File: src/rtl/chunk_adder_pkg.sv
// chunk_adder_pkg: shared definitions for the chunked multi-cycle adder.
//   state_t       - FSM state encoding (IDLE, RUN, DONE)
//   chunk_cfg_ok  - elaboration-time check that WIDTH is a whole number of CHUNKs
package chunk_adder_pkg;

  typedef enum logic [1:0] {
    IDLE,
    RUN,
    DONE
  } state_t;

  function automatic bit chunk_cfg_ok(input int unsigned width, input int unsigned chunk);
    return (chunk != 0) && (chunk <= width) && ((width % chunk) == 0);
  endfunction

endpackage

File: src/rtl/chunk_adder_if.sv
// chunk_adder_if: operand/result handshake bundle for chunk_adder.
//   in_valid/in_ready   - operand handshake (A, B, Cin, and sub when
//                         CHUNK_ADDER_SUB_EN is defined)
//   out_valid/out_ready - result handshake (S, Cout)
// Modports: master = producer/consumer side, slave = the adder.
interface chunk_adder_if #(
  parameter int unsigned WIDTH = 16
);
  logic             in_valid;
  logic             in_ready;
  logic [WIDTH-1:0] A;
  logic [WIDTH-1:0] B;
  logic             Cin;
`ifdef CHUNK_ADDER_SUB_EN
  logic             sub;
`endif
  logic             out_valid;
  logic             out_ready;
  logic [WIDTH-1:0] S;
  logic             Cout;

  modport master (
    output in_valid, A, B, Cin,
`ifdef CHUNK_ADDER_SUB_EN
    output sub,
`endif
    output out_ready,
    input  in_ready, out_valid, S, Cout
  );

  modport slave (
    input  in_valid, A, B, Cin,
`ifdef CHUNK_ADDER_SUB_EN
    input  sub,
`endif
    input  out_ready,
    output in_ready, out_valid, S, Cout
  );
endinterface

File: src/rtl/chunk_add_slice.sv
// chunk_add_slice: combinational CHUNK-bit ripple-carry adder.
//   a, b : CHUNK-bit addends
//   ci   : carry in
//   s    : CHUNK-bit sum
//   co   : carry out of the top bit
module chunk_add_slice #(
  parameter int unsigned CHUNK = 4
) (
  input  logic [CHUNK-1:0] a,
  input  logic [CHUNK-1:0] b,
  input  logic             ci,
  output logic [CHUNK-1:0] s,
  output logic             co
);
  logic c;

  always_comb begin
    c = ci;
    s = '0;
    for (int unsigned i = 0; i < CHUNK; i++) begin
      s[i] = a[i] ^ b[i] ^ c;
      c    = (a[i] & b[i]) | (c & (a[i] ^ b[i]));
    end
    co = c;
  end
endmodule

File: src/rtl/chunk_adder.sv
// chunk_adder: multi-cycle adder computing {Cout,S} = A + B + Cin, CHUNK bits
// per clock, with valid/ready handshakes on operand and result sides.
//   clk  - clock, rising edge
//   rst  - asynchronous active-high reset
//   bus  - chunk_adder_if.slave: in_valid/in_ready/A/B/Cin(/sub),
//          out_valid/out_ready/S/Cout
// Optional feature: CHUNK_ADDER_SUB_EN adds the sub input; sub=1 computes
// A - B (Cout=1 means no borrow), Cin ignored.
// Latency NCHUNK edges from accept to out_valid; WIDTH must equal the
// interface WIDTH and be a multiple of CHUNK.
module chunk_adder
  import chunk_adder_pkg::*;
#(
  parameter int unsigned WIDTH = 16,
  parameter int unsigned CHUNK = 4
) (
  input  logic          clk,
  input  logic          rst,
  chunk_adder_if.slave  bus
);
  localparam int unsigned NCHUNK = WIDTH / CHUNK;
  localparam int unsigned KW     = (NCHUNK > 1) ? $clog2(NCHUNK) : 1;
  localparam logic [KW-1:0] K_LAST = KW'(NCHUNK - 1);

  if (!chunk_cfg_ok(WIDTH, CHUNK)) begin : g_bad_cfg
    $error("chunk_adder: WIDTH must be a non-zero multiple of CHUNK");
  end

  state_t           state_q, state_d;
  logic [KW-1:0]    k_q;
  logic [WIDTH-1:0] a_q, b_q, s_q;
  logic             carry_q, cout_q;

  logic [CHUNK-1:0] sl_s;
  logic             sl_co;
  logic             accept, running, last;
  logic [WIDTH-1:0] b_load;
  logic             c_load;

`ifdef CHUNK_ADDER_SUB_EN
  // Subtraction as A + ~B + 1.
  assign b_load = bus.sub ? ~bus.B : bus.B;
  assign c_load = bus.sub ? 1'b1 : bus.Cin;
`else
  assign b_load = bus.B;
  assign c_load = bus.Cin;
`endif

  assign accept  = (state_q == IDLE) && bus.in_valid;
  assign running = (state_q == RUN);
  assign last    = running && (k_q == K_LAST);

  chunk_add_slice #(.CHUNK(CHUNK)) u_slice (
    .a  (a_q[CHUNK-1:0]),
    .b  (b_q[CHUNK-1:0]),
    .ci (carry_q),
    .s  (sl_s),
    .co (sl_co)
  );

  always_comb begin
    state_d       = state_q;
    bus.in_ready  = 1'b0;
    bus.out_valid = 1'b0;
    unique case (state_q)
      IDLE: begin
        bus.in_ready = 1'b1;
        if (bus.in_valid) state_d = RUN;
      end
      RUN: begin
        if (k_q == K_LAST) state_d = DONE;
      end
      DONE: begin
        bus.out_valid = 1'b1;
        if (bus.out_ready) state_d = IDLE;
      end
      default: state_d = IDLE;
    endcase
  end

  always_ff @(posedge clk or posedge rst) begin
    if (rst) state_q <= IDLE;
    else     state_q <= state_d;
  end

  always_ff @(posedge clk or posedge rst) begin
    if (rst) begin
      k_q     <= '0;
      a_q     <= '0;
      b_q     <= '0;
      s_q     <= '0;
      carry_q <= 1'b0;
      cout_q  <= 1'b0;
    end else if (accept) begin
      k_q     <= '0;
      a_q     <= bus.A;
      b_q     <= b_load;
      carry_q <= c_load;
    end else if (running) begin
      // Concatenate-then-shift keeps CHUNK == WIDTH legal (no empty slice).
      s_q     <= WIDTH'({sl_s, s_q} >> CHUNK);
      a_q     <= a_q >> CHUNK;
      b_q     <= b_q >> CHUNK;
      carry_q <= sl_co;
      k_q     <= k_q + 1'b1;
      if (last) cout_q <= sl_co;
    end
  end

  assign bus.S    = s_q;
  assign bus.Cout = cout_q;
endmodule

File: src/flat_wrapper.sv
// flat-port wrapper written by rule: the top's interface ports become plain ports
module chunk_adder_flat import chunk_adder_pkg::*;
#(
  parameter int unsigned WIDTH = 16,
  parameter int unsigned CHUNK = 4
)
  (clk, rst, bus_in_valid, bus_A, bus_B, bus_Cin, bus_out_ready, bus_in_ready, bus_out_valid, bus_S, bus_Cout);
  chunk_adder_if #(.WIDTH(WIDTH)) bus_i ();
  input  logic clk;
  input  logic rst;
  input wire logic [$bits(bus_i.in_valid)-1:0] bus_in_valid;
  input wire logic [$bits(bus_i.A)-1:0] bus_A;
  input wire logic [$bits(bus_i.B)-1:0] bus_B;
  input wire logic [$bits(bus_i.Cin)-1:0] bus_Cin;
  input wire logic [$bits(bus_i.out_ready)-1:0] bus_out_ready;
  output wire logic [$bits(bus_i.in_ready)-1:0] bus_in_ready;
  output wire logic [$bits(bus_i.out_valid)-1:0] bus_out_valid;
  output wire logic [$bits(bus_i.S)-1:0] bus_S;
  output wire logic [$bits(bus_i.Cout)-1:0] bus_Cout;
  assign bus_i.in_valid = bus_in_valid;
  assign bus_i.A = bus_A;
  assign bus_i.B = bus_B;
  assign bus_i.Cin = bus_Cin;
  assign bus_i.out_ready = bus_out_ready;
  assign bus_in_ready = bus_i.in_ready;
  assign bus_out_valid = bus_i.out_valid;
  assign bus_S = bus_i.S;
  assign bus_Cout = bus_i.Cout;
  chunk_adder #(.WIDTH(WIDTH), .CHUNK(CHUNK)) u_core (.clk(clk), .rst(rst), .bus(bus_i));
endmodule
File: config.mk
export PLATFORM = sky130hd
export DESIGN_NAME = chunk_adder_flat
export DESIGN_NICKNAME = d
export VERILOG_FILES = /design/src/rtl/chunk_adder_pkg.sv /design/src/rtl/chunk_adder_if.sv /design/src/rtl/chunk_add_slice.sv /design/src/rtl/chunk_adder.sv /design/src/flat_wrapper.sv
export SDC_FILE = /design/constraint.sdc
export NUM_CORES = 1
export LEC_CHECK = 0
export ABC_CLOCK_PERIOD_IN_PS = 3550
export CORE_MARGIN = 3
export CORE_UTILIZATION = 54
export DETAILED_ROUTE_END_ITERATION = 16
export MAX_ROUTING_LAYER = met4
export PLACE_DENSITY = 0.85
export SETUP_SLACK_MARGIN = 0.05
export SYNTH_ARGS = -nofsm -noshare
export SYNTH_HDL_FRONTEND = slang
export SYNTH_SLANG_ARGS = --single-unit
File: constraint.sdc
create_clock -name clk -period 3.55 [get_ports clk]
set_input_delay 0.355 -clock clk [delete_from_list [all_inputs] [get_ports clk]]
set_output_delay 0.355 -clock clk [all_outputs]
set_load 0.1 [all_outputs]
==> flow_summary_export.csv, run 1 <==
group,metric,value,unit
clock_tree,root_buffer,"clkbuf_8",
clock_tree,htreeDepth,2,
clock_tree,cts_tree,"done",
timing,hold_viol,0,
clock_tree,cts.path.max_buffers,2,
timing,worst_pin_slew,1253,ps
timing,finalCriticalPeriod,2189,ps
clock_tree,cts_setup_buffers,0,
clock_tree,hold_buffers,0,
yosys,syn_nets,252,
yosys,netlist_area,2491,µm²
critical_path,rrSetupSlack,1370,ps
final_layout,layout.nets,301,
global_route,grtUsageMet3,4.788,%
final_layout,drive_above_1_share,12.02,%
floorplanning,design.die.area,5464,µm²
global_route,grt_overflow,0,
yosys,synth_area_leaders,"dfrtp_1, a222oi_1, mux2_2, inv_1, nor2b_1",
critical_path,worst_path_max_delay_cell,"clkdlybuf4s50_1",
global_route,globalRouteTotalUtil,20.52,%
yosys,synthesis.instances,210,
yosys,yosys.area.top_type,"dfrtp_1",
critical_path,worstSetupPathType,"reg -> out",
critical_path,reg2reg_depth,8,
floorplanning,core,4414,µm²
floorplanning,start_util,56.43,%
critical_path,crit_family,"buffers and inverters",
global_route,antenna_found_initial,0,
clock_tree,clkLatencyLatePin,310,ps
routing,wire_per_inst,15.80,µm
routing,dr.pass1.iters,7,
clock_tree,cts_resized,0,
global_route,grt_pass1_vias,1712,
run,drv_cap,0,
critical_path,critical-path-max-stage-delay,1140,ps
hold_path,worstHoldStart,"u_core.a_q[15]",
timing,fin_crit_sh,61.66,%
critical_path,worstPathMaxFanout,3,
outcome,status,"complete, no violations",
routing,viasPerCell,5.800,
timing,rsz0062_at_grt,"no",
floorplanning,rows,24,
critical_path,path_buf_inv,1,
clock_tree,cts_buffers,5,
timing,fmax,0.4568,GHz
global_route,grt_pass1_wl,8.190,mm
routing,wl,4.898,mm
timing,final-setup-viol-count,0,
routing,drc,0,
yosys,synth_seq_cells,54,
critical_path,path_cells,"clkdlybuf4s50_1",
routing,drt_iter0_markers,284,
global_route,grtUsageMet1,27.13,%
clock_tree,clkSlewWorstSetupHoldPaths,80,ps
critical_path,r2r_start,"u_core.carry_q",
critical_path,critical_path.startpoint_type,"flop",
hold_path,hold_path.class,"reg -> reg",
critical_path,endpoint_kind,"primary output",
floorplanning,dieWidth,73.92,µm
floorplanning,die_h,73.92,µm
global_route,use_met2,31.69,%
timing,maxSlewViolCount,0,
yosys,yosysTopAreaCellShare,54.24,%
clock_tree,cts.sinks,54,
final_layout,diodes,0,
yosys,ys_warn_count,0,
timing,relSlewSlack,16.44,%
critical_path,rr_endpoint,"u_core.bus.S[15]",
yosys,netlist-cell-type-count,24,
placed_design,port-buffer-count,55,
routing,vias,1798,
critical_path,cp.required,3190,ps
yosys,seq_area_frac_synth,54.24,%
routing,ant_nets,0,
hold_path,hold_depth,1,
final_layout,syn_to_final_growth,25.06,%
placed_design,dp_hpwl,3.293,mm
placed_design,gp_congestion,0.7752,
global_route,grt_max_degree,55,
global_route,grt.busiest_layer,"met2",
critical_path,worstPathArrival,1830,ps
hold_path,min_delay_worst_endpoint,"u_core.a_q[15]",
timing,tns,0,ps
timing,finalClockSkew,2.850,ps
floorplanning,top_level_ports,56,
yosys,syn_avg_cell_area,11.86,µm²
==> final cells by class <==
cell class / count / area [µm²]
Sequential cell: 54 / 1351
Fill cell: 344 / 1299
Multi-Input combinational cell: 103 / 905.9
Timing Repair Buffer: 59 / 575.6
Inverter: 36 / 135.1
Clock buffer: 6 / 82.58
Tap cell: 52 / 65.06
==> flip-flops by register name, indices dropped and copies added, names as in the netlist <==
name	cells
u_core.state_q	2
u_core.b_q	16
u_core.carry_q	1
u_core.a_q	16
u_core.k_q	2
u_core.bus.Cout	1
u_core.bus.S	16
==> layout by cell type (no fill, tap or decap), types with 3 or more instances in the layout <==
cell type / count
a32o_1: 5
clkdlybuf4s50_1: 53
clkbuf_8: 6
nor2_1: 8
inv_1: 35
nor2b_1: 18
buf_4: 6
nand2_1: 3
o221ai_1: 3
a222oi_1: 18
fa_1: 4
mux2_2: 15
nor4b_1: 7
nand3b_1: 4
mux2i_1: 3
dfrtp_1: 54
a221oi_1: 7
==> metal layers <==
metal  routed length (µm)  part of all wire, %
met2                 2376                   49
met3                  329                  6.7
met4                   68                  1.4
met5                    0                    0
met1                 2123                   43
==> Yosys cell counts (all sizes together) <==
master / instances
inv: 36
a21oi: 1
o21ai: 1
buf: 10
a222oi: 18
clkbuf: 7
a32o: 5
mux2: 15
a221oi: 7
o221ai: 3
dfrtp: 54
nor2: 8
nor2b: 19
a22o: 1
o21bai: 1
or2: 1
nand2: 3
nand3b: 4
mux2i: 3
nor4b: 7
fa: 4
ha: 1
nand2b: 1
==> per-stage QoR <==
| step | util, % | area, µm² | cells | setup slack, ps | hold slack [ps] |
|---|---|---|---|---|---|
| 4_1_cts | 70.58 | 3115 | 310 | 1350 | 499.4 |
| 6_report | 70.58 | 3115 | 310 | 1361 | 496.8 |
| 5_1_grt | 70.58 | 3115 | 310 | 1144 | 511.1 |
| 2_1_floorplan | - | 2491 | 210 | 1449 | 459.0 |
| 3_5_place_dp | 68.71 | 3033 | 304 | 1149 | 478.3 |
| 3_3_place_gp | 68.71 | 3033 | 304 | 1172 | 473.2 |
==> cell families (layout without fill, tap and decap cells) <==
logic type,count (synthesis),count (layout),synth area share [%]
multiplexers,18,18,7.986
AND/OR/NAND/NOR,43,43,10.60
buffers and inverters,53,101,9.493
adder cells (fa/ha/maj),5,5,3.717
flip-flops,54,54,54.24
AO/OA/AOI/OAI,37,37,13.96
==> worst max-delay path by stage <==
stage	endpoint	start	slack, ps	cells past startpoint
after floorplan	u_core.a_q[0]	u_core.state_q[1]	1450	3
after global placement	u_core.b_q[8]	bus_in_valid	1170	4
after detailed placement	u_core.b_q[9]	bus_in_valid	1150	4
after CTS	bus_S[15]	u_core.bus.S[15]	1350	1
after global routing	u_core.a_q[11]	u_core.state_q[0]	1140	2
final	bus_S[15]	u_core.bus.S[15]	1360	1
Power of run 1 is not shown: default switching activity piles up to over one toggle a cycle in this logic, so the estimate is an artifact.
==> inputs of run 2 (changes only) <==
--- a/config.mk
+++ b/config.mk
@@ -5,12 +5,12 @@
 export SDC_FILE = /design/constraint.sdc
 export NUM_CORES = 1
 export LEC_CHECK = 0
-export ABC_CLOCK_PERIOD_IN_PS = 3550
+export ABC_CLOCK_PERIOD_IN_PS = 2200
 export CORE_MARGIN = 3
-export CORE_UTILIZATION = 54
+export CORE_UTILIZATION = 50
 export DETAILED_ROUTE_END_ITERATION = 16
 export MAX_ROUTING_LAYER = met4
-export PLACE_DENSITY = 0.85
+export PLACE_DENSITY = 0.79
 export SETUP_SLACK_MARGIN = 0.05
 export SYNTH_ARGS = -nofsm -noshare
 export SYNTH_HDL_FRONTEND = slang
==> constraint.sdc (replaced) <==
create_clock -name clk -period 2.2 [get_ports clk]
set_input_delay 0.22 -clock clk [delete_from_list [all_inputs] [get_ports clk]]
set_output_delay 0.22 -clock clk [all_outputs]
set_load 0.1 [all_outputs]
==> flow_summary_export.csv, run 2 (same netlist as run 1, synthesis figures left out) <==
group,metric,value,unit
global_route,globalRouteTotalUtil,19.39,%
placed_design,dp_hpwl,3.694,mm
clock_tree,cts.path.max_buffers,2,
timing,hold_viol,0,
clock_tree,root_buffer,"clkbuf_8",
global_route,antenna_found_initial,0,
floorplanning,core,4755,µm²
global_route,grt_pass1_wl,8.873,mm
outcome,status,"complete, no violations",
clock_tree,cts_tree,"done",
critical_path,endpoint_kind,"flop",
placed_design,port-buffer-count,55,
clock_tree,cts.sinks,54,
critical_path,worstPathMaxFanout,2,
timing,rsz0062_at_grt,"yes",
floorplanning,design.die.area,5865,µm²
timing,worst_pin_slew,455.1,ps
routing,wire_per_inst,15.75,µm
timing,fin_crit_sh,96.02,%
final_layout,drive_above_1_share,23.13,%
final_layout,final_common_cell,"dfrtp_1",
timing,fmax,0.4734,GHz
floorplanning,top_level_ports,56,
run,drv_cap,0,
routing,wl,5.275,mm
global_route,grt_overflow,0,
routing,drc,0,
routing,drt_iter0_markers,226,
floorplanning,start_util,52.39,%
timing,tns,0,ps
timing,maxSlewViolCount,0,
final_layout,layout.nets,309,
timing,relSlewSlack,69.62,%
timing,final-setup-viol-count,0,
routing,vias,1852,
routing,dr.pass1.iters,7,
routing,ant_nets,0,
timing,finalCriticalPeriod,2112,ps
final_layout,layout_common_cells,"dfrtp_1, clkdlybuf4s50_1, inv_1, buf_4",
global_route,grt_max_degree,35,
critical_path,worstSetupPathType,"reg -> reg",
final_layout,diodes,0,
placed_design,gp_congestion,0.7937,
floorplanning,die_h,76.59,µm
hold_path,hold_path.class,"in -> async",
timing,finalClockSkew,2.221,ps
critical_path,worstPathArrival,2340,ps
clock_tree,clkSlewWorstSetupHoldPaths,90,ps
critical_path,critical_path.startpoint_type,"flop",
clock_tree,clkLatencyLatePin,300,ps
global_route,grt_pass1_vias,1833,
floorplanning,dieWidth,76.59,µm
clock_tree,cts_buffers,5,
routing,viasPerCell,5.528,
clock_tree,hold_buffers,0,
clock_tree,htreeDepth,2,
critical_path,cp.required,2430,ps
final_layout,syn_to_final_growth,29.68,%
floorplanning,rows,25,
==> run 2: cell types whose count changed in the layout (fill, tap and decap cells not counted) <==
| cell | delta |
|---|---|
| inv_2 | +2 |
| clkdlybuf4s50_1 | -17 |
| fa_1 | -3 |
| buf_12 | +5 |
| buf_4 | +20 |
| clkinv_2 | +1 |
| inv_1 | -2 |
| fa_2 | +3 |
| clkbuf_1 | +1 |
==> run 2: path summary, 6_finish.rpt <==
path / startpoint / to / slack (ps) / cells after the start
worst max register to register: u_core.a_q[0] / u_core.bus.S[15] / 90 / 8
min in group clk: bus_out_ready / u_core.state_q[1] / 470 / 2
worst min-delay path: rst / u_core.b_q[5] / 240 / 2
worst max-delay path: u_core.a_q[0] / u_core.bus.S[15] / 90 / 8
max in group asynchronous: rst / u_core.a_q[8] / 1430 / 3
worst min register to register: u_core.b_q[14] / u_core.b_q[14] / 500 / 1
==> run 2: area by class of cell <==
class                           instances  area (µm²)
Clock buffer                            7       86.33
Clock inverter                          1       5.005
Fill cell                             371        1524
Inverter                               36       135.1
Multi-Input combinational cell        103       913.4
Sequential cell                        54        1351
Tap cell                               67       83.83
Timing Repair Buffer                   67       655.6
==> run 2: worst max-delay path, cell delays in order (launching register included) <==
cell and delay (ps):
dfrtp_1 410, fa_2 400, inv_2 60, fa_1 150, inv_1 50, fa_2 330, inv_2 70, fa_2 420
mux2i_1 150
==> run 2: what timing repair did <==
item | 4_1_cts | 5_1_grt
setup endpoints to repair | 1 | 2
gates resized for setup | 2 | 3
pin swaps | 0 | 3
endpoints found under the hold margin | 0 | 0
setup buffers | 1 | 1
==> run 2: layer usage <==
layer / wire length (µm) / GRT usage (%) / up-vias
li1: - / - / 857
met1: 2238 / 25.94 / 904
met4: 57 / 4.710 / 0
met3: 372 / 4.728 / 8
met5: 0 / - / -
met2: 2607 / 30.05 / 83
==> run 2: metrics by stage <==
stage / util [%] / setup slack, ps / cell area, µm² / std cells / hold slack (ps)
floorplan: - / 98.97 / 2491 / 210 / 327.6
global placement: 65.55 / 106.7 / 3117 / 325 / 472.5
detailed placement: 65.55 / 23.95 / 3117 / 325 / 481.8
CTS: 67.68 / 63.68 / 3218 / 334 / 254.1
global route: 67.95 / -8.231 / 3231 / 335 / 282.8
finish: 67.95 / 87.58 / 3231 / 335 / 239.4
Power of run 2 is left out for the same reason.
